**config.mk**
```make
export PLATFORM = sky130hd
export DESIGN_NAME = uart_tx_streamer
export DESIGN_NICKNAME = d
export VERILOG_FILES = /design/src/rtl/uart_tx_streamer_pkg.sv /design/src/rtl/uart_tx_streamer.sv
export SDC_FILE = /design/constraint.sdc
export NUM_CORES = 1
export LEC_CHECK = 0
export CAP_MARGIN = 5
export CORE_MARGIN = 4
export CORE_UTILIZATION = 37
export DETAILED_ROUTE_END_ITERATION = 6
export HOLD_SLACK_MARGIN = 0.02
export MAX_ROUTING_LAYER = met4
export PLACE_DENSITY = 0.68
export SLEW_MARGIN = 10
export SYNTH_ARGS = -nofsm -noshare
export SYNTH_HDL_FRONTEND = slang
export SYNTH_SLANG_ARGS = --single-unit
```
**constraint.sdc**
```tcl
create_clock -name clk -period 3.6 [get_ports clk]
set_input_delay 0.72 -clock clk [delete_from_list [all_inputs] [get_ports clk]]
set_output_delay 0.72 -clock clk [all_outputs]
set_load 0.03 [all_outputs]
```
**src/rtl/uart_tx_streamer_pkg.sv**
```systemverilog
// Shared definitions for the memory-to-UART transmit streamer.
//   DATA_MEM_ADDR_SIZE : data memory word-address width
//   TX_TERM            : string terminator byte
//   txs_state_e        : streamer FSM states
package uart_tx_streamer_pkg;

  localparam int unsigned DATA_MEM_ADDR_SIZE = 10;
  localparam logic [7:0]  TX_TERM            = 8'h0C;

  typedef enum logic [2:0] {
    TXS_IDLE  = 3'd0,
    TXS_REQ   = 3'd1,
    TXS_WAIT  = 3'd2,
    TXS_CHECK = 3'd3,
    TXS_SEND  = 3'd4,
    TXS_DRAIN = 3'd5,
    TXS_DONE  = 3'd6
  } txs_state_e;

endpackage

```
**src/rtl/uart_tx_streamer.sv**
```systemverilog
// Memory-to-UART transmit engine. On a start pulse it reads a byte string
// (one byte per data-memory word, bits [7:0]) through a req/grant port and
// hands each byte to a UART transmitter, stopping at the programmed length
// or at the terminator byte.
// Ports:
//   clk, rst        : clock, synchronous active-high reset
//   start           : one-cycle command; startAddr/length latched with it
//   memReq/memGrant : data memory request, address taken when both high
//   memAddr/memData : read address / read data (MEM_LAT cycles after grant)
//   txData/txEnable : byte and level request to the UART
//   txBusy          : UART busy flag
//   busy/done       : stream in progress / one-cycle end-of-stream pulse
//   byteCount       : bytes sent in the current or last stream
module uart_tx_streamer
  import uart_tx_streamer_pkg::*;
#(
  parameter int unsigned ADDR_W  = DATA_MEM_ADDR_SIZE,
  parameter int unsigned LEN_W   = 8,
  parameter int unsigned MEM_LAT = 1,
  parameter logic [7:0]  TERM    = TX_TERM,
  parameter bit          TERM_EN = 1'b1
) (
  input  logic              clk,
  input  logic              rst,
  input  logic              start,
  input  logic [ADDR_W-1:0] startAddr,
  input  logic [LEN_W-1:0]  length,
  output logic              memReq,
  input  logic              memGrant,
  output logic [ADDR_W-1:0] memAddr,
  input  logic [31:0]       memData,
  output logic [7:0]        txData,
  output logic              txEnable,
  input  logic              txBusy,
  output logic              busy,
  output logic              done,
  output logic [LEN_W-1:0]  byteCount
);

  txs_state_e        state_q, state_d;
  logic [ADDR_W-1:0] addr_q, addr_d;
  logic [LEN_W-1:0]  len_q, len_d;
  logic [LEN_W-1:0]  cnt_q, cnt_d;
  logic [1:0]        lat_q, lat_d;
  logic              mem_req_q, mem_req_d;
  logic [7:0]        tx_data_q, tx_data_d;
  logic              tx_en_q, tx_en_d;
  logic              busy_q, busy_d;
  logic              done_q, done_d;
  logic [LEN_W-1:0]  cnt_inc;

  // Only the low byte of each memory word carries string data.
  logic mem_hi_unused;
  assign mem_hi_unused = ^memData[31:8];

  assign cnt_inc = cnt_q + 1'b1;

  // Outputs are registered and updated together with the state they belong
  // to, so each one is already valid in the first cycle of its state.
  always_comb begin
    state_d   = state_q;
    addr_d    = addr_q;
    len_d     = len_q;
    cnt_d     = cnt_q;
    lat_d     = lat_q;
    mem_req_d = mem_req_q;
    tx_data_d = tx_data_q;
    tx_en_d   = tx_en_q;
    busy_d    = busy_q;
    done_d    = 1'b0;
    unique case (state_q)
      TXS_IDLE: begin
        if (start) begin
          addr_d = startAddr;
          len_d  = length;
          cnt_d  = '0;
          if (length == '0) begin
            state_d = TXS_DONE;
            done_d  = 1'b1;
            busy_d  = 1'b0;
          end else begin
            state_d   = TXS_REQ;
            mem_req_d = 1'b1;
            busy_d    = 1'b1;
          end
        end
      end
      TXS_REQ: begin
        if (memGrant) begin
          mem_req_d = 1'b0;
          lat_d     = 2'(MEM_LAT - 1);
          state_d   = TXS_WAIT;
        end
      end
      TXS_WAIT: begin
        if (lat_q == '0) begin
          tx_data_d = memData[7:0];
          state_d   = TXS_CHECK;
        end else begin
          lat_d = lat_q - 1'b1;
        end
      end
      TXS_CHECK: begin
        if (TERM_EN && (tx_data_q == TERM)) begin
          state_d = TXS_DONE;
          done_d  = 1'b1;
          busy_d  = 1'b0;
        end else begin
          state_d = TXS_SEND;
          tx_en_d = 1'b1;
        end
      end
      TXS_SEND: begin
        if (txBusy) begin
          tx_en_d = 1'b0;
          state_d = TXS_DRAIN;
        end
      end
      TXS_DRAIN: begin
        if (!txBusy) begin
          cnt_d  = cnt_inc;
          addr_d = addr_q + 1'b1;
          if (cnt_inc == len_q) begin
            state_d = TXS_DONE;
            done_d  = 1'b1;
            busy_d  = 1'b0;
          end else begin
            state_d   = TXS_REQ;
            mem_req_d = 1'b1;
          end
        end
      end
      TXS_DONE: state_d = TXS_IDLE;
      default:  state_d = TXS_IDLE;
    endcase
  end

  always_ff @(posedge clk) begin
    if (rst) begin
      state_q   <= TXS_IDLE;
      addr_q    <= '0;
      len_q     <= '0;
      cnt_q     <= '0;
      lat_q     <= '0;
      mem_req_q <= 1'b0;
      tx_data_q <= '0;
      tx_en_q   <= 1'b0;
      busy_q    <= 1'b0;
      done_q    <= 1'b0;
    end else begin
      state_q   <= state_d;
      addr_q    <= addr_d;
      len_q     <= len_d;
      cnt_q     <= cnt_d;
      lat_q     <= lat_d;
      mem_req_q <= mem_req_d;
      tx_data_q <= tx_data_d;
      tx_en_q   <= tx_en_d;
      busy_q    <= busy_d;
      done_q    <= done_d;
    end
  end

  assign memReq    = mem_req_q;
  assign memAddr   = addr_q;
  assign txData    = tx_data_q;
  assign txEnable  = tx_en_q;
  assign busy      = busy_q;
  assign done      = done_q;
  assign byteCount = cnt_q;

endmodule

```
==> results.py <==
metrics = {
    "outcome": {
        "status": "finished, final reports clean",
    },
    "sta": {
        "layout_setup_ws_ns": 1.05,
        "finalMaxSlewViolations": 0,
        "period_minus_slack_ns": 2.55,
        "relSlewSlack_pct": 53.3,
        "finalHoldViolations": 0,
        "fin_crit_sh_pct": 70.7,
        "clock.fmax_ghz": 0.393,
        "rsz0062_at_grt": "no",
        "clock_skew_ns": 0.00388,
        "setup_viol": 0,
        "worstMarginPinSlew_ns": 0.698,
        "tns_ns": 0,
    },
    "route": {
        "wl_per_cell_microns": 13.9,
        "wirelength_mm": 6.16,
        "wl_met3_microns": 400,
        "drtPass1Iterations": 4,
        "top_layer_used": "met4",
        "route.met2.wl_mm": 2.79,
        "vias": 2427,
        "drcViolationCount": 0,
        "drtIter0Drc": 86,
        "via_per_inst": 5.47,
        "ant_nets": 0,
        "wl_met1_mm": 2.89,
    },
    "layout": {
        "final.fill_count": 623,
        "area_growth_pct": 27.9,
        "multi_input_area_sq_um": 1500,
        "post-route-util_pct": 49.4,
        "mostFrequentLayoutCell": "clkdlybuf4s50_1",
        "antennaDiodeCount": 0,
        "ff_latch_area_sq_um": 861,
        "drive_gt1_share_pct": 5.99,
        "final_cell_mix": "clkdlybuf4s50_1, nand2_1, dfxtp_1",
        "final_nets": 424,
    },
    "placement": {
        "dp_hpwl_mm": 4.52,
        "gp_congestion": 0.820,
        "io_buffers": 60,
        "dp_slack_ns": 0.853,
    },
    "yosys": {
        "ys.flop_type": "dfxtp_1",
        "yosysTopAreaCellShare_pct": 34.7,
        "ys_warn_count": 0,
        "yosysSeqAreaShare_pct": 34.7,
        "synth_edf_count": 0,
        "synth_fp_nets": 376,
        "syn_avg_cell_area_sq_um": 7.81,
        "synth_top_area_cell": "dfxtp_1",
        "synthArstFlopShare_pct": 0,
        "ys_top_cells_by_area": "dfxtp_1, a21oi_1, nand2_1",
        "yosysUniqueCellTypes": 56,
        "ys_ff_latch": 43,
        "synthesis.area_sq_um": 2480,
        "syn_inst": 318,
    },
    "grt": {
        "antenna_found_initial": 0,
        "grt_pass1_wl_mm": 10.6,
        "grt_overflow": 0,
        "grt_usage_pct": 15.9,
        "grt_pass1_vias": 2252,
        "grt_max_degree": 22,
    },
    "worst_setup_path": {
        "r2r-start": "state_q[2]$_SDFFE_PP0P_",
        "reg2regPathDepth": 6,
        "worst_r2r_endpoint": "memAddr[3]$_SDFFE_PP0P_",
        "critical_path_required_ns": 3.83,
        "crit_arrival_ns": 2.78,
        "r2r_slack_ns": 1.05,
        "end_kind": "flip-flop",
        "cp-start-kind": "flip-flop",
        "path_class": "reg2reg",
        "crit_fanout": 21,
    },
    "clock_tree": {
        "numClockSinks": 43,
        "cts_tree": "done",
        "numCtsBuffers": 5,
        "root_buffer": "clkbuf_8",
        "insertion_delay_ns": 0.29,
        "post_cts_resized": 0,
        "cts_setup_buffers": 0,
        "cts.reportedPaths.clkPinSlew_ns": 0.08,
        "h-tree-depth": 2,
        "clk_path_buf_depth": 2,
        "postCtsHoldBufs": 0,
    },
    "floorplan": {
        "core_sq_um": 6420,
        "pin_count": 85,
        "rows": 29,
        "initial_utilization_pct": 38.7,
        "die_w_microns": 89.9,
        "die_h_microns": 89.9,
        "die_area_sq_um": 8080,
    },
    "flow_run": {
        "maxCapViolCount": 0,
    },
    "power_and_ir_drop": {
        "p_leak_nw": 1.10,
        "powerDensity_nw_per_um2": 377,
        "ir_worst_vdd_uv": 243,
    },
    "hold_path": {
        "holdPathStages": 2,
        "hold_start": "len_q[4]$_SDFFE_PP0P_",
        "whs_endpoint": "len_q[4]$_SDFFE_PP0P_",
        "min_path_type": "reg2reg",
    },
}
[state kept, by name (all words and copies together) (netlist names)]
signal	count
txEnable	1
len_q	8
memAddr	10
state_q	3
txData	8
lat_q	2
byteCount	8
busy	1
done	1
memReq	1
[power by group]
group          internal [W]  total [W]  switching, W
registers          0.000515   0.000566     0.0000515
logic              0.000155   0.000335      0.000181
clock network      0.000136   0.000297      0.000161
total              0.000806    0.00120      0.000393
[cells in the mapped netlist, types with 4 or more instances]
master	number
xor2_1	5
nor2_1	33
dfxtp_1	43
nand4_1	4
nand2b_1	5
a21oi_1	37
clkbuf_1	15
or3_1	6
nand3_1	12
xnor2_1	4
nor2b_1	7
mux2i_1	8
nand2_1	43
and2_1	4
a211oi_1	6
o21ai_0	19
nor3_1	7
[how the worst max path moves through the flow]
stage	startpoint	endpoint	slack [ns]
floorplan	byteCount[0]$_SDFFE_PP0P_	state_q[2]$_SDFFE_PP0P_	1.41
global placement	length[4]	state_q[1]$_SDFFE_PP0P_	0.89
detailed placement	length[4]	state_q[1]$_SDFFE_PP0P_	0.85
CTS	state_q[2]$_SDFFE_PP0P_	memAddr[3]$_SDFFE_PP0P_	1.09
global route	state_q[2]$_SDFFE_PP0P_	memAddr[3]$_SDFFE_PP0P_	0.82
finish	state_q[2]$_SDFFE_PP0P_	memAddr[3]$_SDFFE_PP0P_	1.05
[per-layer routing]
| layer | GRT usage [%] | vias up |
|---|---|---|
| met5 | - | - |
| met4 | 4.34 | 0 |
| met3 | 4.59 | 9 |
| met2 | 23.6 | 66 |
| met1 | 21.2 | 1112 |
| li1 | - | 1240 |
[through the flow]
stage / total power (W) / area (sq um) / hold slack [ns] / std cells
floorplan: 0.000788 / 2480 / 0.448 / 318
global placement: 0.000909 / 3090 / 0.463 / 436
detailed placement: 0.000914 / 3090 / 0.466 / 436
CTS: 0.00122 / 3180 / 0.478 / 444
global route: 0.00127 / 3180 / 0.496 / 444
finish: 0.00120 / 3180 / 0.478 / 444
[logic make-up after synthesis]
group                      after synthesis  share of synthesized area [%]
AOI/OAI and AO/OA                       85                           22.1
xor gates and xnor gates                10                           3.83
adders and majority gates                3                           1.51
buffers and inverters                   25                           4.79
DFF                                     43                           34.7
muxes                                    9                           3.68
and+or+nand+nor                        143                           29.4
[critical path, stage by stage (launching register included)]
cell	delay, ns
dfxtp_1	0.62
nor2b_1	0.49
nand2_1	0.53
or2_2	0.47
o21ai_0	0.17
a22oi_1	0.11
nor2_1	0.09
[area by class of cell]
| type | instances | share of cell area, % |
|---|---|---|
| Clock buffer | 7 | 2.40 |
| Multi-Input combinational cell | 250 | 47.3 |
| Clock inverter | 1 | 0.158 |
| Inverter | 3 | 0.355 |
| Sequential cell | 43 | 27.1 |
| Timing Repair Buffer | 63 | 19.6 |
| Tap cell | 77 | 3.03 |
No activity file was read; power rests on OpenSTA's default activity.
